<file path="src/rtl/t05_header_serializer_p.sv">
// Serializes Huffman header records (LEAF / ZEROS / LEFTS / END) into a bit stream with valid/ready handshake.
// Optional path emission after LEAF records is enabled by defining T05_HDR_PATH_EMIT_EN.
module t05_header_serializer_p #(
    parameter int CHAR_W   = 8,
    parameter int CNT_W    = 8,
    parameter int PATH_MAX = 128,
    parameter int TOT_W    = 16,
    localparam int PL_W    = $clog2(PATH_MAX + 1)
) (
    input  logic                clk,
    input  logic                rst_n,
    input  logic                in_valid,
    output logic                in_ready,
    input  logic [1:0]          in_type,
    input  logic [CHAR_W-1:0]   in_char,
    input  logic [CNT_W-1:0]    in_count,
    input  logic [PATH_MAX-1:0] in_path,
    input  logic [PL_W-1:0]     in_path_len,
    output logic                bit_out,
    output logic                bit_valid,
    input  logic                bit_ready,
    output logic                rec_done,
    output logic                stream_done,
    output logic [TOT_W-1:0]    bits_total
);

    localparam int SH_W = ((CHAR_W > CNT_W) ? CHAR_W : CNT_W) + 1;
    localparam int CW_A = (CNT_W > PL_W) ? CNT_W : PL_W;
    localparam int CW_B = $clog2(SH_W + 1);
    localparam int CW   = (CW_A > CW_B) ? CW_A : CW_B;

    localparam logic [1:0] T_LEAF  = 2'b00;
    localparam logic [1:0] T_ZEROS = 2'b01;
    localparam logic [1:0] T_LEFTS = 2'b10;

    typedef enum logic [1:0] {
        S_IDLE  = 2'd0,
        S_SHIFT = 2'd1,
`ifdef T05_HDR_PATH_EMIT_EN
        S_PATH  = 2'd2,
`endif
        S_FIN   = 2'd3
    } state_t;

    state_t            state_q, state_d;
    logic [SH_W-1:0]   shift_q, shift_d;
    logic [CW-1:0]     cnt_q, cnt_d;
    logic              stream_done_q, stream_done_d;
    logic [TOT_W-1:0]  bits_total_q, bits_total_d;
    logic              fire;

`ifdef T05_HDR_PATH_EMIT_EN
    logic                leaf_q, leaf_d;
    logic [PATH_MAX-1:0] path_q, path_d;
    logic [PL_W-1:0]     path_len_q, path_len_d;
`else
    logic unused_path;
    assign unused_path = ^{in_path, in_path_len};
`endif

    assign in_ready    = (state_q == S_IDLE);
    assign rec_done    = (state_q == S_FIN);
    assign stream_done = stream_done_q;
    assign bits_total  = bits_total_q;
    assign fire        = bit_valid && bit_ready;

    always_comb begin
        bit_valid = 1'b0;
        bit_out   = 1'b0;
        if (state_q == S_SHIFT) begin
            bit_valid = 1'b1;
            bit_out   = shift_q[SH_W-1];
        end
`ifdef T05_HDR_PATH_EMIT_EN
        if (state_q == S_PATH) begin
            bit_valid = 1'b1;
            bit_out   = path_q[0];
        end
`endif
    end

    always_comb begin
        state_d       = state_q;
        shift_d       = shift_q;
        cnt_d         = cnt_q;
        stream_done_d = 1'b0;
        bits_total_d  = bits_total_q;
`ifdef T05_HDR_PATH_EMIT_EN
        leaf_d        = leaf_q;
        path_d        = path_q;
        path_len_d    = path_len_q;
`endif
        case (state_q)
            S_IDLE: begin
                if (in_valid) begin
`ifdef T05_HDR_PATH_EMIT_EN
                    leaf_d = 1'b0;
`endif
                    case (in_type)
                        T_LEAF: begin
                            // Marker and character are left-aligned so the MSB always leaves first.
                            shift_d = SH_W'({1'b1, in_char}) << (SH_W - CHAR_W - 1);
                            cnt_d   = CW'(CHAR_W + 1);
                            state_d = S_SHIFT;
`ifdef T05_HDR_PATH_EMIT_EN
                            leaf_d     = 1'b1;
                            path_d     = in_path;
                            path_len_d = (in_path_len > PL_W'(PATH_MAX)) ? PL_W'(PATH_MAX) : in_path_len;
`endif
                        end
                        T_LEFTS: begin
                            if (in_count != '0) begin
                                shift_d = SH_W'({1'b1, in_count}) << (SH_W - CNT_W - 1);
                                cnt_d   = CW'(CNT_W + 1);
                                state_d = S_SHIFT;
                            end else begin
                                state_d = S_FIN;
                            end
                        end
                        T_ZEROS: begin
                            shift_d = '0;
                            cnt_d   = CW'(in_count);
                            state_d = (in_count != '0) ? S_SHIFT : S_FIN;
                        end
                        default: begin
                            stream_done_d = 1'b1;
                            state_d       = S_FIN;
                        end
                    endcase
                end
            end
            S_SHIFT: begin
                if (fire) begin
                    shift_d      = shift_q << 1;
                    cnt_d        = cnt_q - CW'(1);
                    bits_total_d = bits_total_q + TOT_W'(1);
                    if (cnt_q == CW'(1)) begin
                        state_d = S_FIN;
`ifdef T05_HDR_PATH_EMIT_EN
                        if (leaf_q && (path_len_q != '0)) begin
                            state_d = S_PATH;
                            cnt_d   = CW'(path_len_q);
                        end
`endif
                    end
                end
            end
`ifdef T05_HDR_PATH_EMIT_EN
            S_PATH: begin
                if (fire) begin
                    path_d       = path_q >> 1;
                    cnt_d        = cnt_q - CW'(1);
                    bits_total_d = bits_total_q + TOT_W'(1);
                    if (cnt_q == CW'(1)) begin
                        state_d = S_FIN;
                    end
                end
            end
`endif
            S_FIN: begin
                state_d = S_IDLE;
            end
            default: begin
                state_d = S_IDLE;
            end
        endcase
    end

    always_ff @(posedge clk) begin
        if (!rst_n) begin
            state_q       <= S_IDLE;
            shift_q       <= '0;
            cnt_q         <= '0;
            stream_done_q <= 1'b0;
            bits_total_q  <= '0;
`ifdef T05_HDR_PATH_EMIT_EN
            leaf_q        <= 1'b0;
            path_q        <= '0;
            path_len_q    <= '0;
`endif
        end else begin
            state_q       <= state_d;
            shift_q       <= shift_d;
            cnt_q         <= cnt_d;
            stream_done_q <= stream_done_d;
            bits_total_q  <= bits_total_d;
`ifdef T05_HDR_PATH_EMIT_EN
            leaf_q        <= leaf_d;
            path_q        <= path_d;
            path_len_q    <= path_len_d;
`endif
        end
    end

endmodule

</file>
<file path="config.mk">
export PLATFORM = sky130hd
export DESIGN_NAME = t05_header_serializer_p
export DESIGN_NICKNAME = d
export VERILOG_FILES = /design/src/rtl/t05_header_serializer_p.sv
export SDC_FILE = /design/constraint.sdc
export NUM_CORES = 1
export LEC_CHECK = 0
export ABC_CLOCK_PERIOD_IN_PS = 4000
export BUFFER_PORTS_ARGS = -buffer_cell sky130_fd_sc_hd__buf_4
export CORE_MARGIN = 10
export CORE_UTILIZATION = 41
export DETAILED_ROUTE_END_ITERATION = 10
export GPL_ROUTABILITY_DRIVEN = 0
export PLACE_DENSITY = 0.93
export SYNTH_ARGS = -nofsm -noshare
export SYNTH_HDL_FRONTEND = slang
export SYNTH_SLANG_ARGS = --single-unit
</file>
<file path="constraint.sdc">
create_clock -name clk -period 4 [get_ports clk]
set_clock_uncertainty 0.2 [all_clocks]
set_input_delay 0.2 -clock clk [delete_from_list [all_inputs] [get_ports clk]]
set_output_delay 0.2 -clock clk [all_outputs]
set_load 0.02 [all_outputs]
</file>
==> results of run 1 <==
[per-stage QoR]
step	setup WS (ps)	total power, mW	cells
after floorplan	2100	0.538	264
after global placement	1320	0.588	355
after detailed placement	1230	0.594	355
after CTS	1190	0.912	364
after global routing	975	0.955	364
final	1150	0.911	364
[layer usage]
metal	up-vias	global-route usage, %
li1	1036	-
met1	1009	16.4
met2	114	21.5
met3	16	5.10
met4	0	6.01
met5	-	0
[what timing repair did]
item,4_1_cts,5_1_grt
endpoints found under the setup margin,0,0
endpoints found under the hold margin,1,0
hold buffers,1,0
[cells in the mapped netlist (all sizes together), types with 4 or more instances]
cell	number
clkbuf	13
and2	4
inv	10
or3	6
a21oi	23
or4	7
o31ai	5
nor3b	8
nand2	12
xor2	10
a31oi	11
dfxtp	36
buf	5
nor2	15
ha	7
nand4	8
nand2b	11
nand3	33
o21ai	15
[report_power, final]
group / total [mW] / switching [mW] / internal (mW)
clock: 0.321 / 0.136 / 0.185
sequential: 0.401 / 0.0225 / 0.379
combinational: 0.190 / 0.105 / 0.0844
[cell families (layout without fill, tap and decap cells)]
logic type,Yosys count,after routing,share of synthesized area (%)
buffers and inverters,28,61,5.28
AO/OA/AOI/OAI,66,66,19.7
flip-flops,36,36,34.6
XOR/XNOR,10,10,4.20
multiplexers,2,2,1.02
AND/OR/NAND/NOR,115,115,31.0
adder cells (fa/ha/maj),7,7,4.20
[cell type report]
type                       instances  share of cell area [%]
clock inverter                     2                    1.38
timing repair buffer              43                    12.9
multi-input combinational        200                    49.6
clock buffer                       6                    2.87
inverter                          10                    1.48
tap                               67                    3.31
sequential                        36                    28.5
[tightest hold or removal path, stage by stage]
cell	delay [ps]
buf_4	130
nand3_1	70
a21oi_1	50
[worst min-delay path by stage]
| stage | start | end | slack, ps | cells after the start |
|---|---|---|---|---|
| after floorplan | in_valid | stream_done$_SDFF_PN0_ | 130 | 2 |
| after CTS | bit_ready | bits_total[1]$_SDFFE_PN0P_ | 9 | 3 |
| after global routing | rst_n | cnt_q[6]$_SDFFE_PN0P_ | 9 | 2 |
| final | bit_ready | bits_total[1]$_SDFFE_PN0P_ | 10 | 3 |
| after detailed placement | shift_q[6]$_SDFFE_PN0P_ | shift_q[6]$_SDFFE_PN0P_ | 270 | 2 |
| after global placement | shift_q[8]$_SDFFE_PN0P_ | shift_q[8]$_SDFFE_PN0P_ | 260 | 2 |
[state kept, by name, summed over array words and instances (netlist names)]
name and count:
state_q 2, bits_total 16, cnt_q 8, shift_q 9, stream_done 1
==> summary.txt, run 1 <==
Outcome
  • Status: completed

Route
  • First-pass DRT Iterations: 4
  • Initial DRC count: 140
  • Average wire per standard cell: 16.0 um
  • WL met3: 613 um
  • Max Used Layer: met4
  • Vias per inst: 5.98
  • Detailed-route DRC error count: 0
  • ANT nets after route: 0
  • Met2 routed WL: 2630 um
  • Met1 wire length: 2500 um
  • Total number of vias: 2175
  • Post-Route WL: 5840 um

Critical path
  • CP required: 3600 ps
  • CP arrival: 2450 ps
  • CP Launch Type: flip-flop
  • Delay-heaviest family, CP: simple AND/OR/NAND/NOR gates
  • CP Cell Sequence: nand2b_1 > inv_1 > and2_1 > buf_4
  • CP bufs+invs: 2
  • Reg2Reg Depth: 4
  • Crit-path max cell delay: 690 ps
  • Worst setup path start: state_q[1]$_SDFFE_PN0P_
  • CP endpoint kind: primary output
  • WS Path Type: flip-flop to primary output
  • Worst r2r dst: cnt_q[7]$_SDFFE_PN0P_
  • Crit. path cell count: 4
  • CP max FO: 21
  • Reg-to-Reg Start: state_q[1]$_SDFFE_PN0P_
  • Reg2reg setup slack: 1290 ps
  • Critical Path Sink: bit_out
  • Slowest-stage cell, CP: nand2b_1

STA
  • Final setup viols: 0
  • Slew margin rel.: 36.9%
  • Final Max Tran Viols: 0
  • Minimum clock period: 2850 ps
  • Setup TNS: 0 ps
  • Fin crit share: 71.2%
  • Worst slew pin tran: 946 ps
  • Max Clk Rate: 0.351 GHz
  • Final Hold Slack: 10.3 ps
  • Final hold violations: 0
  • RSZ-0062 raised after global routing: false

Yosys
  • Seq cells post-synth: 36
  • Post-Synthesis Cells: 264
  • Ys flop type: dfxtp_1
  • EDFF count, synth: 0
  • Synth top area cells: dfxtp_1 35%, nand3_1 7.7%, a21oi_1 5.5%
  • Area share of the largest cell type after synthesis: 34.6%
  • Avg Synthesized Cell Area: 7.90 sq um
  • Library cells used by synthesis: 44
  • Synthesized area: 2090 sq um
  • Mapped Nets: 429
  • Ys async rst share: 0%
  • Leading area contributor after synthesis: dfxtp_1
  • Syn. warnings: 0
  • Sequential fraction of the synthesis area: 34.6%

Finish
  • Commonest non-fill, non-tap cell in the layout: buf_4
  • Nets: 461
  • N_diodes: 0
  • Most frequent cells in the layout: 42 x buf_4, 36 x dfxtp_1, 32 x nand3_1, 23 x a21oi_1
  • Sequential Area: 721 sq um
  • Share of layout cells above drive strength 1: 19.9%
  • Area used by multi-input combinational logic: 1250 sq um
  • Fill cells: 480
  • Final core utilization: 52.5%
  • Area growth from synthesis to layout: 21.3%
  • Design area: 2530 sq um

Placement
  • HPWL Detailed: 4160 um
  • # port buffers: 42
  • Placed Area: 2410 sq um

Floorplanning
  • # rows: 25
  • Initial Util: 43.3%
  • Die W: 91.3 um
  • Die ar.: 8340 sq um
  • Die height: 91.3 um
  • I/O pin total: 179
  • Core region area: 4820 sq um

GRT
  • Largest net degree at the start of global routing: 31
  • GRT Resource Usage Total: 13.7%
  • First-pass GRT wire length: 9820 um
  • Vias in the first global route: 2122
  • GRT overflow: 0
  • Initial antenna violation count: 0

Clock tree
  • CTS buffer count: 5
  • CTS resizes: 0
  • TritonCTS clock tree: built
  • Longest Clk Path Bufs: 2
  • Worst skew pair latency: 290 ps
  • CTS Sinks: 36
  • CTS root buf: clkbuf_8
  • Post-CTS setup buffers: 0
  • H-tree levels: 2
  • Reg clk slew, reported paths: 70 ps

Power and ir drop
  • Leak Pwr: 0.996 nW
  • Max IR drop VDD: 0.000186 V
  • Power density over the cells: 360 nW/um^2

Run
  • Max-cap violations: 0

Min path
  • Worst Hold Class: primary input to flip-flop
Note: power is estimated with default switching activity, not from simulation.
==> inputs of run 2 (changes only) <==
--- a/config.mk
+++ b/config.mk
@@ -5,13 +5,14 @@
 export SDC_FILE = /design/constraint.sdc
 export NUM_CORES = 1
 export LEC_CHECK = 0
-export ABC_CLOCK_PERIOD_IN_PS = 4000
+export ABC_AREA = 1
+export ABC_CLOCK_PERIOD_IN_PS = 2400
 export BUFFER_PORTS_ARGS = -buffer_cell sky130_fd_sc_hd__buf_4
 export CORE_MARGIN = 10
-export CORE_UTILIZATION = 41
+export CORE_UTILIZATION = 36
 export DETAILED_ROUTE_END_ITERATION = 10
 export GPL_ROUTABILITY_DRIVEN = 0
-export PLACE_DENSITY = 0.93
+export PLACE_DENSITY = 0.86
 export SYNTH_ARGS = -nofsm -noshare
 export SYNTH_HDL_FRONTEND = slang
 export SYNTH_SLANG_ARGS = --single-unit
==> constraint.sdc (replaced) <==
create_clock -name clk -period 2.4 [get_ports clk]
set_clock_uncertainty 0.2 [all_clocks]
set_input_delay 0.12 -clock clk [delete_from_list [all_inputs] [get_ports clk]]
set_output_delay 0.12 -clock clk [all_outputs]
set_load 0.02 [all_outputs]
==> run 2 against run 1 <==
Non-clock buffer count grew 3. Register-to-register slack got worse by 670 ps. Power grew 79%. Synthesized area rose by 6.7%. Largest cell class unchanged.
==> summary.txt, run 2 <==
Outcome
  • Status: completed

GRT
  • Met1 Use GR: 14.2% (-2.1 points)
  • GRT overflow: 0 (unchanged)
  • Met2 global-route usage: 20.5% (-1.0 points)
  • Busiest grt layer: met2
  • GRT Resource Usage Total: 12.0% (-1.7 points)
  • First-pass GRT wire length: 10000 um (+2.3%)
  • Initial antenna violation count: 0 (unchanged)
  • Routing usage on met3: 3.07% (-2.0 points)
  • Vias in the first global route: 2254 (+6.2%)
  • Largest net degree at the start of global routing: 32 (+3.2%)

Finish
  • Commonest non-fill, non-tap cell in the layout: nand2_1
  • Fill cells: 616 (+28%)
  • Area growth from synthesis to layout: 21.5%
  • Final core utilization: 45.4% (-7.1 points)
  • N_diodes: 0 (unchanged)
  • Max reg flops: 16 (unchanged)
  • Final Instance Count excl. Fillers: 470 (+29%)
  • Most frequent cells in the layout: 89 x nand2_1, 55 x nor2_1, 45 x buf_4, 43 x inv_1, 36 x dfxtp_1
  • Share of layout cells above drive strength 1: 16.7% (-3.2 points)
  • Nets: 559 (+21%)

Critical path
  • CP Cell Sequence: inv_2 > nand2_1 > buf_4 > inv_1 > buf_4
  • CP max FO: 30 (+43%)
  • CP endpoint kind: primary output
  • CP bufs+invs: 4 (+2)
  • CP required: 2080 ps (-1520 ps)
  • Reg2reg setup slack: 620 ps (-670 ps)
  • Delay-heaviest family, CP: buffers and inverters
  • Reg2Reg Depth: 10 (+6)
  • Slowest-stage cell, CP: dfxtp_1
  • CP Launch Type: flip-flop
  • Worst r2r dst: shift_q[3]$_SDFFE_PN0P_
  • Crit path top cell by count: buf_4
  • Reg-to-Reg Start: state_q[1]$_SDFFE_PN0P_
  • Crit-path max cell delay: 380 ps (-310 ps)
  • WS Path Type: flip-flop to primary output
  • CP arrival: 1540 ps (-910 ps)

Power and ir drop
  • Sw Share: 32.4% (+3.5 points)
  • Sequential share of power: 41.3% (-2.7 points)
  • Internal power: 1.10 mW (+70%)
  • Combinational fraction of design power: 24.7% (+3.9 points)
  • Max IR drop VDD: 0.000398 V (+110%)
  • NetSw: 528 uW (+100%)
  • Power density over the cells: 603 nW/um^2 (+67%)
  • Clock share of power: 34.0% (-1.2 points)
  • Leak Pwr: 1.28 nW (+28%)

Yosys
  • Most frequent cells after synthesis: 89 x nand2_1, 55 x nor2_1, 43 x inv_1, 36 x dfxtp_1, 32 x nand3_1
  • Avg Synthesized Cell Area: 6.32 sq um (-20%)
  • Ys async rst share: 0% (unchanged)
  • Ys flop type: dfxtp_1
  • Library cells used by synthesis: 29 (-34%)
  • Most common cell in the netlist: nand2_1
  • Sequential fraction of the synthesis area: 32.4% (-2.2 points)
  • Synth top area cells: dfxtp_1 32%, nand2_1 15%, nor2_1 9.3%
  • EDFF count, synth: 0 (unchanged)
  • Post-Synthesis Cells: 352 (+33%)
  • Leading area contributor after synthesis: dfxtp_1
  • Seq cells post-synth: 36 (unchanged)
  • Synthesized area: 2230 sq um (+6.7%)
  • Mapped Nets: 517 (+21%)
  • Area share of the largest cell type after synthesis: 32.4% (-2.2 points)
  • Syn. warnings: 0 (unchanged)

Route
  • ANT nets after route: 0 (unchanged)
  • Total number of vias: 2346 (+7.9%)
  • Average wire per standard cell: 12.7 um (-21%)
  • First-pass DRT Iterations: 4 (unchanged)
  • Detailed-route DRC error count: 0 (unchanged)
  • Vias per inst: 4.99 (-16%)
  • Post-Route WL: 5980 um (+2.4%)
  • Initial DRC count: 172 (+23%)

STA
  • Final Max Tran Viols: 0 (unchanged)
  • RSZ-0062 raised after global routing: false
  • Final hold violations: 0 (unchanged)
  • Final setup viols: 0 (unchanged)
  • Setup TNS: 0 ps (unchanged)
  • Fin crit share: 77.3%
  • Max Clk Rate: 0.539 GHz
  • Slew margin rel.: 68.9% (+32 points)
  • Minimum clock period: 1860 ps
  • Worst slew pin tran: 465 ps (-481 ps)

Placement
  • # port buffers: 42 (unchanged)
  • HPWL Detailed: 4420 um (+6.1%)
  • # placed instances: 461 (+30%)

Min path
  • Worst Hold Class: primary input to flip-flop
  • Hold EP: cnt_q[4]$_SDFFE_PN0P_
  • Hold Path Stages: 5 (+2)
  • Hold path start: in_count[4]

Floorplanning
  • Die height: 98.6 um (+8.0%)
  • Initial Util: 37.4% (-5.9 points)
  • I/O pin total: 179 (unchanged)
  • Die ar.: 9730 sq um (+17%)
  • Core region area: 5960 sq um (+24%)
  • Die W: 98.6 um (+8.0%)
  • # rows: 28 (+12%)

Clock tree
  • TritonCTS clock tree: built
  • Reg clk slew, reported paths: 80 ps (about the same)
  • Longest Clk Path Bufs: 2 (unchanged)
  • CTS Sinks: 36 (unchanged)
  • Worst skew pair latency: 290 ps (about the same)
  • CTS buffer count: 5 (unchanged)
  • CTS resizes: 0 (unchanged)
  • CTS root buf: clkbuf_8
  • H-tree levels: 2 (unchanged)

Run
  • Max-cap violations: 0 (unchanged)
[run 2: cell type report]
type / instances / area, sq um / share of cell area [%]
Inverter: 45 / 169 / 6.24
Timing Repair Buffer: 46 / 348 / 12.9
Clock inverter: 3 / 42.5 / 1.57
Clock buffer: 5 / 68.8 / 2.54
Multi-Input combinational cell: 260 / 1260 / 46.7
Sequential cell: 36 / 721 / 26.6
Tap cell: 75 / 93.8 / 3.47
[run 2: cell families (layout without fill, tap and decap cells)]
kind of cell,Yosys count,after routing,share of synthesized area [%]
flip-flops,36,36,32.4
AO/OA/AOI/OAI,50,50,12.0
buffers and inverters,56,99,10.9
XOR/XNOR,3,3,1.18
AND/OR/NAND/NOR,200,200,39.6
adder cells (fa/ha/maj),7,7,3.93
[run 2: worst min-delay path: stages]
cell and delay [ps]:
buf_4 100, nand3_1 70, nand2_1 70, nor2_1 40, nor2_1 80
[run 2: how the worst max path moves through the flow]
stage,start,cells past startpoint,end
after floorplan,bits_total[2]$_SDFFE_PN0P_,7,bits_total[7]$_SDFFE_PN0P_
after global placement,in_type[1],11,shift_q[3]$_SDFFE_PN0P_
after detailed placement,in_type[1],10,cnt_q[4]$_SDFFE_PN0P_
after CTS,state_q[1]$_SDFFE_PN0P_,5,bit_valid
after global routing,state_q[1]$_SDFFE_PN0P_,5,bit_valid
final,state_q[1]$_SDFFE_PN0P_,5,bit_valid
[run 2: layer usage]
layer / routed length [um] / share of wire (%)
met1: 2650 / 44
met2: 2890 / 48
met3: 350 / 5.8
met4: 93 / 1.6
met5: 0 / 0
[run 2: power groups by stage]
stage / logic (mW) / registers [mW] / clock network [mW]
final: 0.403 / 0.674 / 0.554
after CTS: 0.398 / 0.673 / 0.552
after global placement: 0.378 / 0.684 / 0
after detailed placement: 0.394 / 0.687 / 0
after global routing: 0.461 / 0.680 / 0.577
after floorplan: 0.300 / 0.681 / 0
[run 2: through the flow]
stage | hold slack, ps | setup slack [ps] | area (sq um) | power (mW)
finish | 10.7 | 544 | 2710 | 1.63
global route | 36.5 | 474 | 2710 | 1.72
CTS | 14.5 | 567 | 2710 | 1.62
floorplan | 105 | 852 | 2230 | 0.981
detailed placement | 228 | 540 | 2580 | 1.08
global placement | 222 | 635 | 2580 | 1.06
[run 2: timing repair]
item,CTS,global route
hold buffers,1,0
setup buffers,0,0
hold endpoints to repair,2,0
